$ cat src/rtl/bus_pkg.sv
// Shared bus definitions for the serial master/slave port pair.
// Holds field widths, the port state encoding and the burst frame layout.
// No logic; imported by master_serial_port, serial_shift_tx users and slave_port.
package bus_pkg;

  localparam int ADDR_W        = 12;
  localparam int DATA_W        = 8;
  localparam int LEN_W         = 12;
  localparam int BURST_FRAME_W = LEN_W + 1;

  // Burst frame layout: bit 0 is the burst enable, bits LEN_W:1 carry the length.
  localparam int BURST_EN_BIT  = 0;
  localparam int BURST_LEN_LSB = 1;

  typedef enum logic [2:0] {
    ST_IDLE,
    ST_HDR_WAIT,
    ST_HDR_SEND,
    ST_WBEAT,
    ST_RD_WAIT,
    ST_RD_RECV,
    ST_DONE
  } state_e;

endpackage

$ cat src/rtl/serial_shift_tx.sv
// Parallel-load, LSB-first shift register; zeros fill from the top as bits leave.
// Latency: bit_o shows bit 0 the cycle after load_i, next bit the cycle after each shift_i.
// Backpressure: none internally; the caller withholds shift_i to stall the current bit.
// Ports: clk, reset (async, active-high), load_i/load_dat_i, shift_i, bit_o.
module serial_shift_tx #(
  parameter int W = 8
) (
  input  logic         clk,
  input  logic         reset,
  input  logic         load_i,
  input  logic [W-1:0] load_dat_i,
  input  logic         shift_i,
  output logic         bit_o
);

  logic [W-1:0] sr_q;

  always_ff @(posedge clk or posedge reset) begin
    if (reset) begin
      sr_q <= '0;
    end else if (load_i) begin
      sr_q <= load_dat_i;
    end else if (shift_i) begin
      sr_q <= sr_q >> 1;
    end
  end

  assign bit_o = sr_q[0];

endmodule

$ cat src/rtl/master_serial_port.sv
// Master bus port: serialises address/data/burst frames to slave_port and deserialises read bytes.
// Latency: master_valid rises 1 cycle after req accept; rd_valid 1 cycle after the 8th return bit.
// Backpressure: slave_ready low holds the current frame bit; slave_valid gaps stall read assembly.
// Ports: req_* parallel request, wr_next/wr_data burst write feed, tx_* serial out with
// master_valid/slave_ready, rx_data in with slave_valid/master_ready, rd_data/rd_valid, busy.
module master_serial_port #(
  parameter int ADDR_W = bus_pkg::ADDR_W,
  parameter int DATA_W = bus_pkg::DATA_W,
  parameter int LEN_W  = bus_pkg::LEN_W
) (
  input  logic              clk,
  input  logic              reset,
  input  logic              req_valid,
  output logic              req_ready,
  input  logic              req_write,
  input  logic [ADDR_W-1:0] req_addr,
  input  logic [DATA_W-1:0] req_wdata,
  input  logic              req_burst,
  input  logic [LEN_W-1:0]  req_len,
  output logic              wr_next,
  input  logic [DATA_W-1:0] wr_data,
  output logic              read_en,
  output logic              write_en,
  output logic              master_valid,
  output logic              master_ready,
  input  logic              slave_ready,
  input  logic              slave_valid,
  output logic              tx_address,
  output logic              tx_data,
  output logic              tx_burst,
  input  logic              rx_data,
  output logic [DATA_W-1:0] rd_data,
  output logic              rd_valid,
  output logic              busy
);

  import bus_pkg::*;

  localparam int FRAME_W = LEN_W + 1;
  localparam int CNT_W   = $clog2(((FRAME_W > DATA_W) ? FRAME_W : DATA_W) + 1);

  state_e             state_q, state_d;
  logic [CNT_W-1:0]   k_q, k_d;
  logic [LEN_W-1:0]   beats_left_q, beats_left_d;
  logic               write_q, write_d;
  logic               burst_q, burst_d;
  logic               wload_q, wload_d;      // WBEAT is in its wr_next/load cycle
  logic [DATA_W-1:0]  rx_shift_q, rx_shift_d;
  logic [DATA_W-1:0]  rd_data_q, rd_data_d;
  logic               rd_valid_q, rd_valid_d;

  logic               hdr_load, hdr_shift, dat_load, dat_shift;
  logic [DATA_W-1:0]  dat_load_val;
  logic [DATA_W-1:0]  rx_next;
  logic               addr_bit, data_bit, burst_bit;

  // New bits enter at the MSB so the first (LSB-first) bit ends up in bit 0.
  assign rx_next = {rx_data, rx_shift_q[DATA_W-1:1]};

  always_ff @(posedge clk or posedge reset) begin
    if (reset) begin
      state_q      <= ST_IDLE;
      k_q          <= '0;
      beats_left_q <= '0;
      write_q      <= 1'b0;
      burst_q      <= 1'b0;
      wload_q      <= 1'b0;
      rx_shift_q   <= '0;
      rd_data_q    <= '0;
      rd_valid_q   <= 1'b0;
    end else begin
      state_q      <= state_d;
      k_q          <= k_d;
      beats_left_q <= beats_left_d;
      write_q      <= write_d;
      burst_q      <= burst_d;
      wload_q      <= wload_d;
      rx_shift_q   <= rx_shift_d;
      rd_data_q    <= rd_data_d;
      rd_valid_q   <= rd_valid_d;
    end
  end

  always_comb begin
    state_d      = state_q;
    k_d          = k_q;
    beats_left_d = beats_left_q;
    write_d      = write_q;
    burst_d      = burst_q;
    wload_d      = wload_q;
    rx_shift_d   = rx_shift_q;
    rd_data_d    = rd_data_q;
    rd_valid_d   = 1'b0;
    hdr_load     = 1'b0;
    hdr_shift    = 1'b0;
    dat_load     = 1'b0;
    dat_shift    = 1'b0;
    dat_load_val = '0;
    master_valid = 1'b0;
    master_ready = 1'b0;
    wr_next      = 1'b0;

    case (state_q)
      ST_IDLE: begin
        if (req_valid) begin
          write_d      = req_write;
          burst_d      = req_burst;
          beats_left_d = req_burst ? req_len : '0;
          hdr_load     = 1'b1;
          dat_load     = 1'b1;
          dat_load_val = req_write ? req_wdata : '0;
          k_d          = '0;
          state_d      = ST_HDR_WAIT;
        end
      end
      // Bit 0 is already on the lines; this cycle only waits for the slave.
      ST_HDR_WAIT: begin
        master_valid = 1'b1;
        if (slave_ready) state_d = ST_HDR_SEND;
      end
      ST_HDR_SEND: begin
        master_valid = 1'b1;
        if (slave_ready) begin
          hdr_shift = 1'b1;
          dat_shift = 1'b1;
          if (k_q == CNT_W'(LEN_W)) begin
            k_d = '0;
            if (!write_q) begin
              state_d = ST_RD_WAIT;
            end else if (!burst_q || (beats_left_q == '0)) begin
              state_d = ST_DONE;
            end else begin
              state_d = ST_WBEAT;
              wload_d = 1'b1;
            end
          end else begin
            k_d = k_q + 1'b1;
          end
        end
      end
      ST_WBEAT: begin
        if (wload_q) begin
          wr_next      = 1'b1;
          dat_load     = 1'b1;
          dat_load_val = wr_data;
          wload_d      = 1'b0;
          k_d          = '0;
        end else begin
          master_valid = 1'b1;
          if (slave_ready) begin
            dat_shift = 1'b1;
            if (k_q == CNT_W'(DATA_W - 1)) begin
              k_d = '0;
              if (beats_left_q != '0) beats_left_d = beats_left_q - 1'b1;
              if (beats_left_q <= LEN_W'(1)) state_d = ST_DONE;
              else                           wload_d = 1'b1;
            end else begin
              k_d = k_q + 1'b1;
            end
          end
        end
      end
      ST_RD_WAIT: begin
        master_ready = 1'b1;
        if (slave_valid) begin
          rx_shift_d = rx_next;
          k_d        = CNT_W'(1);
          state_d    = ST_RD_RECV;
        end
      end
      ST_RD_RECV: begin
        master_ready = 1'b1;
        if (slave_valid) begin
          rx_shift_d = rx_next;
          if (k_q == CNT_W'(DATA_W - 1)) begin
            k_d        = '0;
            rd_data_d  = rx_next;
            rd_valid_d = 1'b1;
            if (burst_q && (beats_left_q != '0)) beats_left_d = beats_left_q - 1'b1;
            else                                 state_d      = ST_DONE;
          end else begin
            k_d = k_q + 1'b1;
          end
        end
      end
      ST_DONE: begin
        state_d = ST_IDLE;
      end
      default: begin
        state_d = ST_IDLE;
      end
    endcase
  end

  serial_shift_tx #(.W(ADDR_W)) u_tx_addr (
    .clk(clk), .reset(reset), .load_i(hdr_load), .load_dat_i(req_addr),
    .shift_i(hdr_shift), .bit_o(addr_bit)
  );

  serial_shift_tx #(.W(DATA_W)) u_tx_data (
    .clk(clk), .reset(reset), .load_i(dat_load), .load_dat_i(dat_load_val),
    .shift_i(dat_shift), .bit_o(data_bit)
  );

  // A non-burst request carries a zero length so the burst line stays quiet.
  serial_shift_tx #(.W(FRAME_W)) u_tx_burst (
    .clk(clk), .reset(reset), .load_i(hdr_load),
    .load_dat_i({(req_burst ? req_len : {LEN_W{1'b0}}), req_burst}),
    .shift_i(hdr_shift), .bit_o(burst_bit)
  );

  assign tx_address = master_valid & addr_bit;
  assign tx_data    = master_valid & data_bit;
  assign tx_burst   = master_valid & burst_bit;

  assign busy      = (state_q != ST_IDLE);
  assign req_ready = (state_q == ST_IDLE) & ~reset;
  assign read_en   = busy & (state_q != ST_DONE) & ~write_q;
  assign write_en  = busy & (state_q != ST_DONE) &  write_q;
  assign rd_data   = rd_data_q;
  assign rd_valid  = rd_valid_q;

endmodule
$ cat config.mk
export PLATFORM = sky130hd
export DESIGN_NAME = master_serial_port
export DESIGN_NICKNAME = d
export VERILOG_FILES = /design/src/rtl/bus_pkg.sv /design/src/rtl/serial_shift_tx.sv /design/src/rtl/master_serial_port.sv
export SDC_FILE = /design/constraint.sdc
export NUM_CORES = 1
export LEC_CHECK = 0
export CAP_MARGIN = 20
export CORE_ASPECT_RATIO = 0.5
export CORE_UTILIZATION = 48
export CTS_CLUSTER_SIZE = 12
export DETAILED_ROUTE_END_ITERATION = 16
export MAX_ROUTING_LAYER = met4
export PLACE_DENSITY = 0.77
export SLEW_MARGIN = 10
export SYNTH_ARGS = -nofsm -noshare
export SYNTH_HDL_FRONTEND = slang
export SYNTH_SLANG_ARGS = --single-unit
export TNS_END_PERCENT = 5
$ cat constraint.sdc
create_clock -name clk -period 2.3 [get_ports clk]
set_input_delay 0.46 -clock clk [delete_from_list [all_inputs] [get_ports clk]]
set_output_delay 0.46 -clock clk [all_outputs]
set_load 0.01 [all_outputs]
==> results of run 1 <==
[state kept, by name, summed over array words and instances, names as in the netlist, 3 cells and up]
| name | cells |
|---|---|
| rx_shift_q | 7 |
| k_q | 4 |
| rd_data | 8 |
| u_tx_data.sr_q | 8 |
| u_tx_addr.sr_q | 12 |
| state_q | 3 |
| beats_left_q | 12 |
| u_tx_burst.sr_q | 13 |
[worst register-to-register path: cells and delay by family, from the launching register on]
family | cells | cell delay (ns)
flops | 1 | 0.44
mux | 1 | 0.30
simple gates | 2 | 0.92
compound gates | 2 | 0.40
[cells in the final DEF (no fill, tap or decap), types with 2 or more instances in the layout]
master	synthesis	final
nor2b_1	4	4
a21oi_1	23	23
ha_1	8	8
o221a_2	2	2
o31ai_1	13	13
inv_1	16	15
nor3_1	17	16
clkdlybuf4s50_1	0	59
dfrtp_2	0	2
a41oi_1	2	2
and3b_1	2	2
nand4_1	3	3
dlygate4sd2_1	0	4
nor4_1	5	5
nand3_1	7	7
and2_1	7	7
o31a_1	2	2
o21bai_1	2	2
o22a_1	2	2
clkbuf_16	0	9
buf_12	0	2
o21ai_0	14	14
nand2_1	50	50
nor2_1	46	46
a31oi_1	14	14
mux2_2	15	15
nand2b_1	2	2
bufinv_16	0	2
a211oi_1	3	2
a32oi_1	5	5
a22oi_1	19	19
o21a_1	2	2
dfrtp_1	71	69
dlymetal6s2s_1	0	3
and3_1	5	5
buf_4	1	28
o22ai_1	2	2
[cell families (layout without fill, tap and decap cells)]
group | Yosys count | count (layout) | share of synthesized area, %
XOR/XNOR | 1 | 1 | 0.230
multiplexers | 17 | 17 | 5.10
adder cells (fa/ha/maj) | 8 | 8 | 2.63
buffers and inverters | 40 | 129 | 4.28
flip-flops | 71 | 71 | 46.7
AO/OA/AOI/OAI | 115 | 115 | 21.1
AND/OR/NAND/NOR | 157 | 157 | 19.9
[final cells by class]
class	count	share of cell area [%]
inverters	16	1.18
flip-flops and latches	71	34.8
clock inverters	5	1.59
clock buffers	11	4.75
multi-input cells	298	36.9
well taps	108	2.64
repair buffers	97	18.1
[how the worst min path moves through the flow]
stage | start | endpoint | slack [ns]
after floorplan | u_tx_addr.sr_q[0] | u_tx_addr.sr_q[0] | 0.44
after global placement | u_tx_addr.sr_q[2] | u_tx_addr.sr_q[2] | 0.46
after detailed placement | u_tx_addr.sr_q[0] | u_tx_addr.sr_q[0] | 0.46
after CTS | u_tx_addr.sr_q[5] | u_tx_addr.sr_q[5] | 0.48
after global routing | u_tx_addr.sr_q[2] | u_tx_addr.sr_q[2] | 0.52
final | u_tx_addr.sr_q[5] | u_tx_addr.sr_q[5] | 0.48
[routing by layer]
| metal | vias to the layer above | share of wire, % |
|---|---|---|
| li1 | 1667 | - |
| met1 | 1676 | 48 |
| met2 | 125 | 44 |
| met3 | 12 | 6.8 |
| met4 | 0 | 1.3 |
| met5 | - | 0 |
[report_power, final]
group	internal (mW)	switching (mW)	total [mW]
Clock	0.979	0.544	1.52
Combinational	1.38	1.72	3.10
Sequential	1.74	0.377	2.12
[metrics by stage]
stage / worst slack (ns) / instance area [sq um] / total power, mW / hold slack [ns]
2_1_floorplan: 0.0434 / 3800 / 4.11 / 0.438
3_3_place_gp: 0.112 / 4760 / 5.10 / 0.459
3_5_place_dp: 0.0439 / 4760 / 5.17 / 0.465
4_1_cts: -0.0330 / 5090 / 6.72 / 0.480
5_1_grt: -0.0190 / 5110 / 7.20 / 0.515
6_report: 0.0643 / 5110 / 6.74 / 0.476
[timing repair]
| action | CTS | global route |
|---|---|---|
| pin swaps | 1 | 0 |
| setup endpoints to repair | 9 | 5 |
| gates resized for setup | 8 | 5 |
| cloned | 0 | 0 |
==> run metrics, run 1 <==
Area Overhead vs Synth 34.4%; top area cells in the synthesized netlist dfrtp_1 (47%), nand2_1 (4.9%), nor2_1 (4.5%); top-count cell post-synth dfrtp_1; wire per inst 16.1 microns; largest net degree at the start of global routing 31; measured slew at the worst slew-check pin 0.838 ns; Tcrit/Tclk final 97.2%; CP delay by family, top buffers and inverters; startpoint types register; share of layout cells above drive strength 1 15.9%; DR DRC count 0; grt met2 use 38.6%; 1st-pass router iterations 5; Buf/Inv on CP 1; Final Hold Vio Count 0; Slowest-stage cell, CP clkdlybuf4s50_1; Post-synth top cells dfrtp_1 (71), nand2_1 (50), nor2_1 (46), a21oi_1 (23), a22oi_1 (19); # fillers 606; reg-to-reg startpoint beats_left_q[2]; All-Layer GR Usage 25.7%; die height 64.9 microns; initial antenna violation count 0; Crit Path Category register to output port; HP Class register to register; Crit path depth 4; GR Util met1 34.3%; Final GP Congestion 0.924; nets in the synthesized netlist 465; num rows 22; pwr dens 1320 nW/um^2; fmax 0.447 GHz; Final ANT Viol Nets 0; Port-buffer cells 66; Synth Flop Type dfrtp_1; worst setup path end write_en; Cell Area, Synth 3800 sq um; Arrival @ worst endpoint 1.78 ns; MaxCap Viol Count 0; sequential share of the synthesized area 46.7%; Crit. Startpoint state_q[2]; worst rel slew slack 43.9%; static leakage 2.31 nW; Post-synth EDFFs 0; placed insts 590; via/cell ratio 5.74; RSZ-0062 raised after global routing yes; Synth Warn # 0; initial core utilization 50.8%; 1st-iter DRT viols 485; Reg area 1780 sq um; number of nets in the layout 549; routing usage on met3 6.77%; Fin Clk Skew 0.00757 ns; n_diodes 0; Final min period 2.24 ns; Max Buffers Root-to-Sink 2; pins over their slew limit 0; dpl hpwl 6800 microns; core area 7490 sq um; WP data required 1.84 ns; final design utilization 68.2%; Synth Instances 409; area of the multi-input gates 1890 sq um; Yosys top cell by area dfrtp_1; Mean Syn Cell Area 9.30 sq um; worst skew pair latency 0.34 ns; CTS sink count 71; Fin Setup TNS 0 ns; vias in the first global route 3217; flop2flop setup slack 0.12 ns; critical path cell sequence xor2_2 > nor2_1 > nor2b_1 > clkdlybuf4s50_1; Yosys top cell area share 46.7%; Ports 67; crit end category output port; worst r2r dst state_q[0]; first-pass GRT wire length 15900 microns; cts hold-fix bufs 0; CTS tree done; Num CTS Buffers 9; H-tree levels 3; die area 8300 sq um; ys async rst share 100%; total number of vias 3480; postcts setup bufs 0; critical-path maximum fanout 11; post-synth cell types 55; hold depth 2; CP peak stage delay 0.54 ns; Die Span X 128 microns; Worst Reg-to-Reg Cells 5; Root Buffer clkbuf_16; WL final 9740 microns; total gr overflow 0; GR peak layer met2; Worst-path clk slew 0.06 ns; VDD IR max 0.000625 V; status finished, final reports clean; fin cells 606; Yosys reg bits 71; final setup fails 0
Power figures use the tool's default switching activity.
==> inputs of run 2 (changes only) <==
--- a/config.mk
+++ b/config.mk
@@ -6,12 +6,15 @@
 export NUM_CORES = 1
 export LEC_CHECK = 0
 export CAP_MARGIN = 20
+export CELL_PAD_IN_SITES_DETAIL_PLACEMENT = 0
+export CELL_PAD_IN_SITES_GLOBAL_PLACEMENT = 1
 export CORE_ASPECT_RATIO = 0.5
-export CORE_UTILIZATION = 48
+export CORE_MARGIN = 5
+export CORE_UTILIZATION = 36
 export CTS_CLUSTER_SIZE = 12
 export DETAILED_ROUTE_END_ITERATION = 16
 export MAX_ROUTING_LAYER = met4
-export PLACE_DENSITY = 0.77
+export PLACE_DENSITY = 0.76
 export SLEW_MARGIN = 10
 export SYNTH_ARGS = -nofsm -noshare
 export SYNTH_HDL_FRONTEND = slang
==> run 2 against run 1 <==
Critical path depth is 2 lower. Via count is 1.2% lower. Flip-flop and latch count stayed put. Total power is 2.2% lower. Clock-buffer cell count is 4 higher. Register-to-register slack better by 0.05 ns. Sequential power hardly changed. Clock skew is 0.0023 ns lower. Critical path type unchanged.
==> run metrics, run 2 (synthesis results as in run 1) <==
WP data required 1.84 ns; Worst Reg-to-Reg Cells 5; critical path cell sequence and4b_1 > clkdlybuf4s50_1; initial antenna violation count 0; Pwr Total 6.59 mW; die area 12800 sq um; Fin Clk Skew 0.00530 ns; fmax 0.449 GHz; Final Hold Vio Count 0; n_diodes 0; Reg with most FFs u_tx_burst.sr_q; commonest non-fill, non-tap cells in the layout dfrtp_1 (71), clkdlybuf4s50_1 (58), nand2_1 (50); pwr dens 1270 nW/um^2; Final ANT Viol Nets 0; HP Class register to register; static leakage 2.33 nW; Crit. Startpoint state_q[2]; CTS sink count 71; VDD IR max 0.000454 V; share of layout cells above drive strength 1 17.1%; largest net degree at the start of global routing 26; Ports 67; status finished, final reports clean; dpl hpwl 7480 microns; max layer used met4; measured slew at the worst slew-check pin 0.519 ns; DR DRC count 0; Root Buffer clkbuf_16; MaxCap Viol Count 0; startpoint types register; flop2flop setup slack 0.17 ns; CP delay by family, top buffers and inverters; Buf/Inv on CP 1; All-Layer GR Usage 17.3%; die height 82.7 microns; Arrival @ worst endpoint 1.77 ns; Final min period 2.23 ns; via/cell ratio 5.30; Crit Path Category register to output port; hold wc startpoint u_tx_addr.sr_q[0]; worst rel slew slack 65.3%; 1st-iter DRT viols 206; crit end category output port; CP peak stage delay 0.57 ns; Hold Path Sink u_tx_addr.sr_q[0]; # fillers 983; Tcrit/Tclk final 96.8%; critical-path maximum fanout 6; core area 10200 sq um; Die Span X 155 microns; first-pass GRT wire length 17200 microns; Hold Worst Slack 0.473 ns; num rows 26; Regs by FF count u_tx_burst.sr_q: 13 flops, beats_left_q: 12 flops, u_tx_addr.sr_q: 12 flops; Max Buffers Root-to-Sink 2; Largest register FFs 13; Final GP Congestion 0.905; most common cell after layout, fill and taps aside dfrtp_1; initial core utilization 37.1%; WL final 10200 microns; vias in the first global route 3437; reg-to-reg startpoint beats_left_q[2]; M1 wire length 5070 microns; Num CTS Buffers 9; number of nets in the layout 561; H-tree levels 3; total gr overflow 0; RSZ-0062 raised after global routing no; Slowest-stage cell, CP clkdlybuf4s50_1; routed wl met3 446 microns; Worst-path clk slew 0.06 ns; worst skew pair latency 0.33 ns; wire per inst 15.7 microns; Port-buffer cells 66; Fin Setup TNS 0 ns; worst r2r dst state_q[0]; 1st-pass router iterations 5; final setup fails 0; CTS tree done; hold depth 2; Area Overhead vs Synth 36.5%; cts hold-fix bufs 0; pins over their slew limit 0; DR WL met2 4550 microns; total number of vias 3437
## run 2: where the power goes
part | switching (mW) | internal (mW)
Clock | 0.490 | 0.814
Combinational | 1.72 | 1.47
Sequential | 0.368 | 1.74
## run 2: final cells by class
cell class,instances,area [sq um],area share (%)
repair buffers,109,1010,19.5
inverters,16,60.1,1.16
clock buffers,15,278,5.35
well taps,140,175,3.37
flip-flops and latches,71,1780,34.2
multi-input cells,298,1890,36.3
## run 2: tightest hold or removal path, cell delays in order (launching register included)
cell	delay (ns)
dfrtp_1	0.34
nand2_1	0.05
nand2_1	0.05
## run 2: how the worst max path moves through the flow
| stage | endpoint | slack, ns | cells past startpoint |
|---|---|---|---|
| after floorplan | beats_left_q[0] | 0.04 | 1 |
| after global placement | tx_data | 0.10 | 5 |
| after detailed placement | u_tx_data.sr_q[6] | 0.09 | 6 |
| after CTS | req_ready | 0.0006 | 5 |
| after global routing | wr_next | 0.04 | 2 |
| final | wr_next | 0.07 | 2 |
## run 2: metal layers
layer,track usage [%],vias up
li1,-,1683
met1,23.3,1666
met2,26.0,76
met3,4.32,12
met4,5.33,0
met5,-,-
## run 2: repair_timing
action,4_1_cts,5_1_grt
gates cloned,0,0
endpoints found under the setup margin,8,1
resized for setup,11,1
pin swaps,1,0
setup buffers,0,1
## run 2: per-stage QoR
stage,cell area [sq um],setup WS (ns),util [%],std cells
2_1_floorplan,3800,0.0434,-,409
3_3_place_gp,4890,0.104,47.8,633
6_report,5190,0.0734,50.7,649
3_5_place_dp,4890,0.0854,47.8,633
5_1_grt,5190,0.0388,50.7,649
4_1_cts,5180,0.000553,50.6,648
==> inputs of run 3 (changes only) <==
--- a/config.mk
+++ b/config.mk
@@ -5,7 +5,6 @@
 export SDC_FILE = /design/constraint.sdc
 export NUM_CORES = 1
 export LEC_CHECK = 0
-export CAP_MARGIN = 20
 export CELL_PAD_IN_SITES_DETAIL_PLACEMENT = 0
 export CELL_PAD_IN_SITES_GLOBAL_PLACEMENT = 1
 export CORE_ASPECT_RATIO = 0.5
@@ -15,6 +14,7 @@
 export DETAILED_ROUTE_END_ITERATION = 16
 export MAX_ROUTING_LAYER = met4
 export PLACE_DENSITY = 0.76
+export SKIP_LAST_GASP = 1
 export SLEW_MARGIN = 10
 export SYNTH_ARGS = -nofsm -noshare
 export SYNTH_HDL_FRONTEND = slang
==> run 3 against run 2 <==
The run now ends with setup timing left. Clock power barely moved. Die area did not move. Worst setup slack got worse by 0.20 ns. Global-route usage barely moved. Total power rose by 0.34%. Utilization barely moved. First-iteration DRC count rose by 1.9%. Combinational power barely moved. Critical path type unchanged. Critical endpoint is now tx_address. Largest cell class unchanged.
==> run metrics, run 3 (synthesis results as in run 1) <==
clock power share 19.7%; failing checks setup timing; pwr dens 1280 nW/um^2; worst skew pair latency 0.33 ns; pins over their slew limit 0; Pint 4.05 mW; worst rel slew slack 65.3%; Largest register FFs 13; Die Span X 155 microns; die height 82.7 microns; Final Hold Vio Count 0; core area 10200 sq um; Reg with most FFs u_tx_burst.sr_q; DR DRC count 0; Hold Worst Slack 0.473 ns; CP delay by family, top buffers and inverters; n_diodes 0; initial core utilization 37.1%; vias in the first global route 3430; worst r2r dst state_q[0]; wire per inst 15.7 microns; Arrival @ worst endpoint 1.97 ns; MaxCap Viol Count 0; critical-path maximum fanout 7; Final min period 2.43 ns; status finished, violations left; startpoint types register; WP data required 1.84 ns; Pwr Total 6.62 mW; placed insts 633; Area Overhead vs Synth 36.4%; Psw 2.56 mW; cell mode on critical path buf_4; Setup WS pre-CTS 0.0854 ns; num rows 26; final setup fails 6; flop2flop setup slack 0.17 ns; Worst-path clk slew 0.06 ns; final design utilization 50.6%; # fillers 981; die area 12800 sq um; first-pass GRT wire length 17200 microns; CTS tree done; 1st-iter DRT viols 210; fin cells 649; Buf/Inv on CP 3; Worst Reg-to-Reg Cells 5; final setup margin -0.126 ns; cts hold-fix bufs 0; initial antenna violation count 0; CP peak stage delay 0.53 ns; Crit. Startpoint state_q[1]; Final ANT Viol Nets 0; most common cell after layout, fill and taps aside dfrtp_1; CTS sink count 71; H-tree levels 3; total gr overflow 0; crit end category output port; 1st-pass router iterations 4; Num CTS Buffers 9; worst setup path end tx_address; Slowest-stage cell, CP clkdlybuf4s50_1; Final GP Congestion 0.905; total number of vias 3430; Crit path depth 5; Crit Path Category register to output port; via/cell ratio 5.29; Sequential Power Share 31.8%; largest net degree at the start of global routing 26; Ports 67; logic gate share of total power 48.5%; VDD IR max 0.000458 V; static leakage 2.31 nW; RSZ-0062 raised after global routing yes; Root Buffer clkbuf_16; dpl hpwl 7480 microns; HP Class register to register; Port-buffer cells 66; Sw Share 38.7%; Max Buffers Root-to-Sink 2; commonest non-fill, non-tap cells in the layout dfrtp_1 (71), clkdlybuf4s50_1 (64), nand2_1 (50); share of layout cells above drive strength 1 16.5%; fmax 0.412 GHz; WL final 10200 microns; number of nets in the layout 561; measured slew at the worst slew-check pin 0.520 ns; Fin Clk Skew 0.00483 ns; critical path cell sequence buf_4 > a211oi_2 > buf_4 > and2_1 > clkdlybuf4s50_1; reg-to-reg startpoint beats_left_q[2]; Regs by FF count u_tx_burst.sr_q: 13 flops, beats_left_q: 12 flops, u_tx_addr.sr_q: 12 flops; All-Layer GR Usage 17.3%; Tcrit/Tclk final 105%
run 3: changes by cell type in the layout (fill, tap and decap cells not counted):
cell	previous run	this run
clkdlybuf4s50_1	58	64
dlygate4sd2_1	7	1
inv_1	14	15
inv_2	2	1
nor3_1	16	17
nor3_2	1	0
xor2_1	0	1
xor2_2	1	0
run 3: worst min-delay path by stage:
stage,startpoint,to,slack [ns],cells past startpoint
6_report,u_tx_addr.sr_q[0],u_tx_addr.sr_q[0],0.47,2
5_1_grt,u_tx_burst.sr_q[12],u_tx_burst.sr_q[12],0.50,1
4_1_cts,u_tx_addr.sr_q[0],u_tx_addr.sr_q[0],0.48,2
3_5_place_dp,u_tx_addr.sr_q[5],u_tx_addr.sr_q[5],0.46,2
3_3_place_gp,u_tx_addr.sr_q[0],u_tx_addr.sr_q[0],0.46,2
2_1_floorplan,u_tx_addr.sr_q[0],u_tx_addr.sr_q[0],0.44,2
run 3: timing repair:
item | 4_1_cts | 5_1_grt
endpoints found under the setup margin | 8 | 7
buffers inserted | 0 | 1
gates resized for setup | 2 | 1
pin swaps | 1 | 0
hold endpoints to repair | 0 | 0
run 3: power by group through the flow:
stage / Combinational (mW) / Clock, mW / Sequential [mW]
floorplan: 2.10 / 0 / 2.01
global placement: 3.17 / 0 / 2.12
detailed placement: 3.21 / 0 / 2.11
CTS: 3.21 / 1.34 / 2.11
global route: 3.62 / 1.39 / 2.17
finish: 3.21 / 1.30 / 2.10
run 3: metrics by stage:
step	setup TNS [ns]	area, sq um
detailed placement	0	4890
finish	-0.395	5190
CTS	-0.734	5180
floorplan	0	3800
global route	-0.931	5190
global placement	0	4890
run 3: metal layers:
metal / track usage [%] / vias up / part of all wire, %
met5: - / - / 0
met3: 4.32 / 12 / 4.8
met4: 5.33 / 0 / 1.2
met1: 23.4 / 1648 / 49
met2: 25.9 / 83 / 44
li1: - / 1687 / -
run 3: final cells by class:
cell class                      instances  area, sq um  share of cell area (%)
Multi-Input combinational cell        298         1870                    36.1
Inverter                               16         60.1                    1.16
Sequential cell                        71         1780                    34.3
Clock buffer                           15          278                    5.36
Timing Repair Buffer                  109         1020                    19.7
Tap cell                              140          175                    3.38
run 3: worst reg2reg max path, cell delays in order, from the launching register on:
cell      delay, ns
dfrtp_1        0.44
nor4_4         0.46
a41o_1         0.27
o211ai_2       0.10
or3b_4         0.44
mux2_4         0.30
